[src/rtl/biriscv_dmem_bridge.sv]
// ---------------------------------------------------------------------------
// biriscv_dmem_bridge
//
// Bridges the biriscv core data port (accept/ack/tag handshake with 4-bit
// byte-strobe writes) onto a word-wide data-memory port that uses separate
// read/write strobes closed by a single-cycle response pulse.
//
// The memory side has no byte enables. A partial write therefore runs as a
// read-modify-write: read the word, merge the strobed bytes, write it back.
// Only one request is in flight at a time. A cycle counter bounds every wait
// on the memory and reports an error when it expires.
//
// Handshake: the core may present a request in any cycle; it is taken on a
// clock edge where mem_d_accept_o is high (bridge idle). Exactly one
// mem_d_ack_o pulse is returned per accepted request, carrying the request's
// tag, an error flag and (for reads) the data. Memory strobes stay high from
// the first cycle of a memory state until the cycle after mem_response_i is
// sampled high; a response seen while no strobe is high has no effect.
//
// Ports
//   clk, reset_n          clock, asynchronous active-low reset
//   mem_d_addr_i          core byte address
//   mem_d_data_wr_i       core write data
//   mem_d_rd_i            read request
//   mem_d_wr_i            byte write strobes
//   mem_d_flush_i,
//   mem_d_invalidate_i,
//   mem_d_writeback_i     cache-maintenance requests (completed immediately)
//   mem_d_req_tag_i       request tag
//   mem_d_accept_o        request taken this cycle (bridge idle)
//   mem_d_ack_o           one-cycle completion pulse
//   mem_d_error_o         error flag, valid with ack
//   mem_d_data_rd_o       read data, valid with ack
//   mem_d_resp_tag_o      tag of the completed request, valid with ack
//   mem_read_o            memory read strobe
//   mem_write_o           memory write strobe
//   mem_address_o         word-aligned memory address
//   mem_write_data_o      memory write data
//   mem_read_data_i       memory read data, valid with response
//   mem_response_i        memory completion pulse
// ---------------------------------------------------------------------------
module biriscv_dmem_bridge #(
    parameter int TAG_W   = 11,
    parameter int TIMEOUT = 1024
) (
    input  logic             clk,
    input  logic             reset_n,

    input  logic [31:0]      mem_d_addr_i,
    input  logic [31:0]      mem_d_data_wr_i,
    input  logic             mem_d_rd_i,
    input  logic [3:0]       mem_d_wr_i,
    input  logic             mem_d_flush_i,
    input  logic             mem_d_invalidate_i,
    input  logic             mem_d_writeback_i,
    input  logic [TAG_W-1:0] mem_d_req_tag_i,
    output logic             mem_d_accept_o,
    output logic             mem_d_ack_o,
    output logic             mem_d_error_o,
    output logic [31:0]      mem_d_data_rd_o,
    output logic [TAG_W-1:0] mem_d_resp_tag_o,

    output logic             mem_read_o,
    output logic             mem_write_o,
    output logic [31:0]      mem_address_o,
    output logic [31:0]      mem_write_data_o,
    input  logic [31:0]      mem_read_data_i,
    input  logic             mem_response_i
);

    // The counter only needs to reach TIMEOUT-1: the expiry is detected in
    // the last waiting cycle so the strobe is high for exactly TIMEOUT cycles.
    localparam int               CNT_W    = (TIMEOUT > 1) ? $clog2(TIMEOUT) : 1;
    localparam logic [CNT_W-1:0] CNT_LAST = CNT_W'((TIMEOUT > 0) ? TIMEOUT - 1 : 0);

    typedef enum logic [2:0] {
        S_IDLE,
        S_READ,
        S_RMW_RD,
        S_RMW_WR,
        S_WRITE,
        S_RESP
    } state_t;

    state_t           state_q, state_d;

    // Captured request
    logic [31:0]      wdata_q, wdata_d;
    logic [3:0]       strb_q, strb_d;
    logic [TAG_W-1:0] tag_q, tag_d;

    // Timeout counter
    logic [CNT_W-1:0] cnt_q, cnt_d;

    // Next values for registered outputs
    logic             read_d, write_d;
    logic [31:0]      addr_d, mwdata_d;
    logic             ack_d, err_d;
    logic [31:0]      rdata_d;
    logic [TAG_W-1:0] rtag_d;

    logic             is_req;
    logic             resp_hit;
    logic             timeout_hit;
    logic [31:0]      merged;

    // Byte offset is irrelevant on a word-wide memory bus.
    logic             unused_addr_bits;
    assign unused_addr_bits = ^mem_d_addr_i[1:0];

    assign mem_d_accept_o = (state_q == S_IDLE);

    assign is_req = mem_d_rd_i | (|mem_d_wr_i) | mem_d_flush_i |
                    mem_d_invalidate_i | mem_d_writeback_i;

    // Only a response that closes an active strobe counts.
    assign resp_hit    = mem_response_i & (mem_read_o | mem_write_o);
    assign timeout_hit = (TIMEOUT != 0) && (cnt_q == CNT_LAST);

    // Read-modify-write merge: strobed bytes come from the core, the rest
    // from the word just read.
    always_comb begin
        merged = '0;
        for (int i = 0; i < 4; i++) begin
            merged[8*i +: 8] = strb_q[i] ? wdata_q[8*i +: 8] : mem_read_data_i[8*i +: 8];
        end
    end

    always_comb begin
        state_d  = state_q;
        wdata_d  = wdata_q;
        strb_d   = strb_q;
        tag_d    = tag_q;
        cnt_d    = cnt_q;
        read_d   = mem_read_o;
        write_d  = mem_write_o;
        addr_d   = mem_address_o;
        mwdata_d = mem_write_data_o;
        ack_d    = 1'b0;
        err_d    = 1'b0;
        rdata_d  = '0;
        rtag_d   = '0;

        case (state_q)
            S_IDLE: begin
                if (is_req) begin
                    wdata_d = mem_d_data_wr_i;
                    strb_d  = mem_d_wr_i;
                    tag_d   = mem_d_req_tag_i;
                    addr_d  = {mem_d_addr_i[31:2], 2'b00};
                    cnt_d   = '0;
                    if (mem_d_rd_i && (|mem_d_wr_i)) begin
                        // Read and write together is malformed: reject it
                        // without touching memory.
                        state_d = S_RESP;
                        ack_d   = 1'b1;
                        err_d   = 1'b1;
                        rtag_d  = mem_d_req_tag_i;
                    end else if (mem_d_rd_i) begin
                        state_d = S_READ;
                        read_d  = 1'b1;
                    end else if (mem_d_wr_i == 4'hF) begin
                        state_d  = S_WRITE;
                        write_d  = 1'b1;
                        mwdata_d = mem_d_data_wr_i;
                    end else if (|mem_d_wr_i) begin
                        state_d = S_RMW_RD;
                        read_d  = 1'b1;
                    end else begin
                        // Cache maintenance: nothing to do on an uncached bus.
                        state_d = S_RESP;
                        ack_d   = 1'b1;
                        rtag_d  = mem_d_req_tag_i;
                    end
                end
            end

            S_READ, S_RMW_RD, S_RMW_WR, S_WRITE: begin
                if (resp_hit) begin
                    if (state_q == S_RMW_RD) begin
                        state_d  = S_RMW_WR;
                        read_d   = 1'b0;
                        write_d  = 1'b1;
                        mwdata_d = merged;
                        cnt_d    = '0;
                    end else begin
                        state_d = S_RESP;
                        read_d  = 1'b0;
                        write_d = 1'b0;
                        ack_d   = 1'b1;
                        rtag_d  = tag_q;
                        if (state_q == S_READ) begin
                            rdata_d = mem_read_data_i;
                        end
                    end
                end else if (timeout_hit) begin
                    state_d = S_RESP;
                    read_d  = 1'b0;
                    write_d = 1'b0;
                    ack_d   = 1'b1;
                    err_d   = 1'b1;
                    rtag_d  = tag_q;
                end else begin
                    cnt_d = cnt_q + 1'b1;
                end
            end

            S_RESP: begin
                state_d = S_IDLE;
            end

            default: begin
                state_d = S_IDLE;
                read_d  = 1'b0;
                write_d = 1'b0;
            end
        endcase
    end

    always_ff @(posedge clk or negedge reset_n) begin
        if (!reset_n) begin
            state_q          <= S_IDLE;
            wdata_q          <= '0;
            strb_q           <= '0;
            tag_q            <= '0;
            cnt_q            <= '0;
            mem_read_o       <= 1'b0;
            mem_write_o      <= 1'b0;
            mem_address_o    <= '0;
            mem_write_data_o <= '0;
            mem_d_ack_o      <= 1'b0;
            mem_d_error_o    <= 1'b0;
            mem_d_data_rd_o  <= '0;
            mem_d_resp_tag_o <= '0;
        end else begin
            state_q          <= state_d;
            wdata_q          <= wdata_d;
            strb_q           <= strb_d;
            tag_q            <= tag_d;
            cnt_q            <= cnt_d;
            mem_read_o       <= read_d;
            mem_write_o      <= write_d;
            mem_address_o    <= addr_d;
            mem_write_data_o <= mwdata_d;
            mem_d_ack_o      <= ack_d;
            mem_d_error_o    <= err_d;
            mem_d_data_rd_o  <= rdata_d;
            mem_d_resp_tag_o <= rtag_d;
        end
    end

endmodule

[config.mk]
export PLATFORM = sky130hd
export DESIGN_NAME = biriscv_dmem_bridge
export DESIGN_NICKNAME = d
export VERILOG_FILES = /design/src/rtl/biriscv_dmem_bridge.sv
export SDC_FILE = /design/constraint.sdc
export NUM_CORES = 1
export LEC_CHECK = 0
export ABC_AREA = 1
export CORE_UTILIZATION = 30
export DETAILED_ROUTE_END_ITERATION = 10
export GPL_TIMING_DRIVEN = 0
export SETUP_SLACK_MARGIN = 0.15
export SLEW_MARGIN = 20
export SYNTH_ARGS = -nofsm -noshare
export SYNTH_HDL_FRONTEND = slang
export SYNTH_SLANG_ARGS = --single-unit
[constraint.sdc]
create_clock -name clk -period 1.6 [get_ports clk]
set_clock_uncertainty 0.05 [all_clocks]
set_input_delay 0.24 -clock clk [delete_from_list [all_inputs] [get_ports clk]]
set_output_delay 0.24 -clock clk [all_outputs]
set_load 0.02 [all_outputs]
Word level (Yosys, flattened, before mapping). Cells that the tools add are included.

Bits in registers: 169. Output and inout port bits: 112. Logic and storage cells: 116.

$add $sub $neg: 1. Equal/unequal tests: 18. Multiplexer cells: 66. Bitwise operators: 7. Reduce and logical (&&, ||, !) cells: 11.

Operators by type and width (number): two-way mux 32 bit (10); two-way mux 11 bit (8); case mux 32 bit (2 select lines) (1); two-way mux 10 bit (4); two-way mux 8 bit (4); two-way mux 1 bit (24); two-way mux 3 bit (8); case mux 11 bit (2 select lines) (1); case mux 10 bit (2 select lines) (1); inequality test 3 bit, second input constant (4); AND reduction 6 bit (2); adder 10 x 1 -> 10 bit, second input constant (1); equality test 10 bit, second input constant (1); inequality test 2 bit, second input constant (4); OR reduction 4 bit (2); AND reduction 7 bit (1); equality test 3 x 2 -> 1 bit, second input constant (2); equality test 3 bit, second input constant (2); case mux 1 bit (3 select lines) (2); case mux 3 bit (2 select lines) (1); OR 1 bit (5); equality test 4 bit, second input constant (1); inequality test 2 x 1 -> 1 bit, second input constant (2); case mux 1 bit (2 select lines) (2); other kinds (9) (10).

Longest topological paths before layout.
Depth after elaboration: 7. Mapped depth: 10.

Least setup slack after synthesis. No wires, ideal clock.

Kind: flip-flop to flip-flop. Start: register mem_write_o. End: register mem_write_data_o[11]. Arrival: 1.429 ns. Data required time: 1.426 ns. Setup slack: -0.003 ns. Cell stages (with the launch flop): 9. Path buffers: 1. Period minus slack after synthesis: 1.603 ns. Cells stage by stage: dfrtp_1 > o21ai_1 > nor2_1 > inv_2 > a21oi_4 > inv_4 > buf_6 > nand2_1 > nand2_1.

Longest elaborated chain between the ends: 4.

RTL lines: start: declaration (line 64) `output logic mem_write_o,`; start signal: assignment (line 242) `mem_write_o <= write_d;`; OR 1 bit (line 117) `assign resp_hit = mem_response_i & (mem_read_o | mem_write_o);`; bitwise AND 1 bit (line 117); inequality test 2 bit (no line); AND reduction 7 bit (no line); end signal: assignment (line 244) `mem_write_data_o <= mwdata_d;`; end: declaration (line 66) `output logic [31:0] mem_write_data_o,`.

No other way between the ends. A chain may end at the register's enable or synchronous reset.

Final worst setup path.
Start: register state_q[0]. End: register mem_write_data_o[5].

Longest elaborated chain between the ends: 4. Elaborated cells between the ends (all ways): 15. Classes of those cells: eq/ne (10); mux (1); reduce/logical (4).

RTL lines: start: declaration (line 85) `state_t state_q, state_d;`; start signal: assignment (line 236) `state_q <= state_d;`; equality test 3 x 2 -> 1 bit, or another cell as far along (line 144, 180); OR reduction 4 bit (line 144) `case (state_q)`; inequality test 2 bit (no line) or nonzero test 2 bit (tied branches); AND reduction 7 bit (no line).

Several ways; a longest one is shown, not always the timed one.

==> impl_metrics.json <==
{
  "ys_warn_count": 0,
  "ios": 230,
  "clock_latency_ns": 0.42,
  "viasPerCell": 4.52,
  "final_cell_mix": "nand2_1, dfrtp_1, clkdlybuf4s50_1, inv_1, nand2_2",
  "gp_congestion": 0.798,
  "power.leakage_nw": 6.15,
  "drt_pass1_iterations": 4,
  "drtIter0Drc": 301,
  "cts_tree": "built",
  "start_util": 0.306,
  "wl_per_cell_um": 15.7,
  "num-fill-cells": 2242,
  "start_kind": "register",
  "port_buffers": 225,
  "power_mw": 25.6,
  "worstPathMaxFanout": 7,
  "first_global_vias": 6897,
  "period_needed_ns": 1.70,
  "syn_area_per_cell_um2": 8.75,
  "path_clk_slew_ns": 0.07,
  "antenna_found_initial": 0,
  "use_met1": 0.230,
  "drv_cap": 0,
  "reg2reg_to": "mem_write_data_o[5]",
  "p_per_area_nw_per_um2": 2080,
  "stdcell_count": 1494,
  "critPathKind": "reg -> reg",
  "grt_overflow": 0,
  "fin_nets": 1276,
  "ys_ff_latch": 169,
  "die_h_um": 160,
  "end_kind": "register",
  "hp-class": "in -> reg",
  "peakVddDrop_v": 0.000836,
  "yosysSeqAreaShare": 0.567,
  "setup_violations": 154,
  "dieArea_um2": 25500,
  "rsz0062_at_grt": "yes",
  "grt_use_met3": 0.0538,
  "core_um2": 24300,
  "cts.sinks": 169,
  "ant_nets": 0,
  "holdPathStages": 3,
  "status": "complete, but fails checks",
  "fmax_mhz": 590,
  "yosys.area.top_type": "dfrtp_1",
  "synthCells": 852,
  "grtUsageMet2": 0.309,
  "yosysTopAreaCellShare": 0.567,
  "ctsHtreeMaxLevel": 4,
  "clk_path_buf_depth": 2,
  "min_from": "mem_d_addr_i[12]",
  "drc": 0,
  "cts-root-buf": "clkbuf_16",
  "fin_ws_ns": -0.0957,
  "finalCritPeriodShare": 1.06,
  "yosysUniqueCellTypes": 31,
  "busiest_layer": "met2",
  "dpl.hpwl_um": 14900,
  "layout_commonest_cell": "nand2_1",
  "area_growth_pct": 65.3,
  "required_ns": 1.86,
  "r2r-start": "state_q[0]",
  "rrSetupSlack_ns": -0.1,
  "drv_slew": 0,
  "reg2reg_depth": 11,
  "row_count": 57,
  "wirelength_um": 23400,
  "synthTopCellsByArea": "dfrtp_1, nand2_1, o21ai_0, inv_1, o211ai_1",
  "cts-buffers-inserted": 17,
  "vias": 6750,
  "netlist_area_um2": 7450,
  "grt_max_degree": 86,
  "diodes": 0,
  "violations": "negative setup slack",
  "die_x_um": 160,
  "dp.cells": 1403,
  "holdPathEnd": "mem_address_o[12]",
  "finalHoldViolCount": 0,
  "grt_pass1_wl_um": 36800,
  "cp_data_arrival_time_ns": 1.96,
  "drive_gt1_frac": 0.305,
  "grtUsageTotal": 0.184
}
==> critical path, cell delays in order, from the launching register on <==
cell and delay [ns]:
dfrtp_2 0.45, nor2_4 0.15, nand2_4 0.12, inv_6 0.10, nand2_4 0.05, nand2_4 0.07, a21oi_4 0.04, buf_12 0.14
buf_12 0.13, buf_16 0.12, o211ai_1 0.07, nand2_1 0.07
==> cell usage after synthesis <==
library cell / n
a21o_1: 1
a21oi_4: 1
buf_2: 9
buf_4: 10
buf_6: 11
clkbuf_1: 14
conb_1: 1
dfrtp_1: 169
ha_1: 1
inv_1: 90
inv_2: 4
inv_4: 2
nand2_1: 321
nand2_2: 3
nand2_4: 3
nand3_1: 10
nand3b_1: 1
nand4_1: 5
nor2_1: 17
nor2_2: 24
nor2_4: 11
nor3_1: 3
o211ai_1: 31
o211ai_2: 1
o21ai_0: 68
o21ai_1: 29
o22ai_1: 5
o311ai_0: 1
or4_1: 1
xnor2_1: 3
xor2_1: 2
==> how the worst max path moves through the flow <==
stage | cells past startpoint | slack, ns | endpoint | startpoint
detailed placement | 8 | -0.63 | wdata_q[21] | mem_d_wr_i[1]
global route | 9 | -0.17 | cnt_q[4] | cnt_q[5]
floorplan | 10 | 0.12 | cnt_q[8] | cnt_q[0]
finish | 11 | -0.1 | mem_write_data_o[5] | state_q[0]
CTS | 8 | -0.08 | wdata_q[20] | state_q[1]
global placement | 1 | -7.77 | mem_write_o | reset_n
==> metal layers <==
metal	vias up	share of wire
met5	-	0
met3	25	0.061
met4	0	0.015
li1	3272	-
met1	3252	0.44
met2	201	0.49
==> report_power, final <==
part | total (mW) | switching [mW] | internal, mW
logic | 14.4 | 7.77 | 6.60
registers | 7.10 | 1.12 | 5.98
clock network | 4.15 | 1.82 | 2.32
total | 25.6 | 10.7 | 14.9
==> repair_timing <==
item / 4_1_cts / 5_1_grt
pin swaps: 24 / 23
endpoints found under the setup margin: 276 / 305
hold buffers: 1 / 0
hold endpoints to repair: 84 / 0
resized for setup: 318 / 212
cloned: 8 / 7
buffers inserted: 33 / 11
==> kinds of logic (layout without fill, tap and decap cells) <==
family                   Yosys count  in the layout  synth area share
adder cells (fa/ha/maj)            1              1           0.00168
AO/OA/AOI/OAI                    137            137             0.107
buffers and inverters            140            457            0.0888
flip-flops                       169            169             0.567
other                              1              2          0.000503
XOR/XNOR                           5              5           0.00588
AND/OR/NAND/NOR                  399            399             0.229
==> final cells by class <==
type | count | area (um^2) | share of cell area
flip-flops and latches | 169 | 4240 | 0.344
multi-input cells | 544 | 3260 | 0.265
repair buffers | 286 | 2950 | 0.239
plain buffers | 43 | 504 | 0.0409
clock buffers | 19 | 433 | 0.0351
well taps | 324 | 405 | 0.0329
inverters | 96 | 384 | 0.0312
clock inverters | 13 | 145 | 0.0118
==> metrics by stage <==
| stage | TNS, ns | setup WS [ns] | util | hold slack, ns | cell area, um^2 |
|---|---|---|---|---|---|
| finish | -5.53 | -0.0957 | 0.506 | 0.284 | 12300 |
| floorplan | 0 | 0.115 | - | -0.106 | 7490 |
| global route | -15.97 | -0.173 | 0.506 | 0.299 | 12300 |
| global placement | -1261.68 | -7.77 | 0.417 | 0.404 | 10100 |
| CTS | -4.18 | -0.0756 | 0.478 | 0.275 | 11600 |
| detailed placement | -64.81 | -0.630 | 0.418 | 0.242 | 10200 |
==> state kept, by name (all words and copies together), names as in the netlist <==
register / flops
strb_q: 4
wdata_q: 32
cnt_q: 10
mem_write_o: 1
tag_q: 11
mem_d_error_o: 1
mem_d_resp_tag_o: 11
state_q: 3
mem_address_o: 30
mem_read_o: 1
mem_d_data_rd_o: 32
mem_d_ack_o: 1
mem_write_data_o: 32
Power figures use the tool's default switching activity.
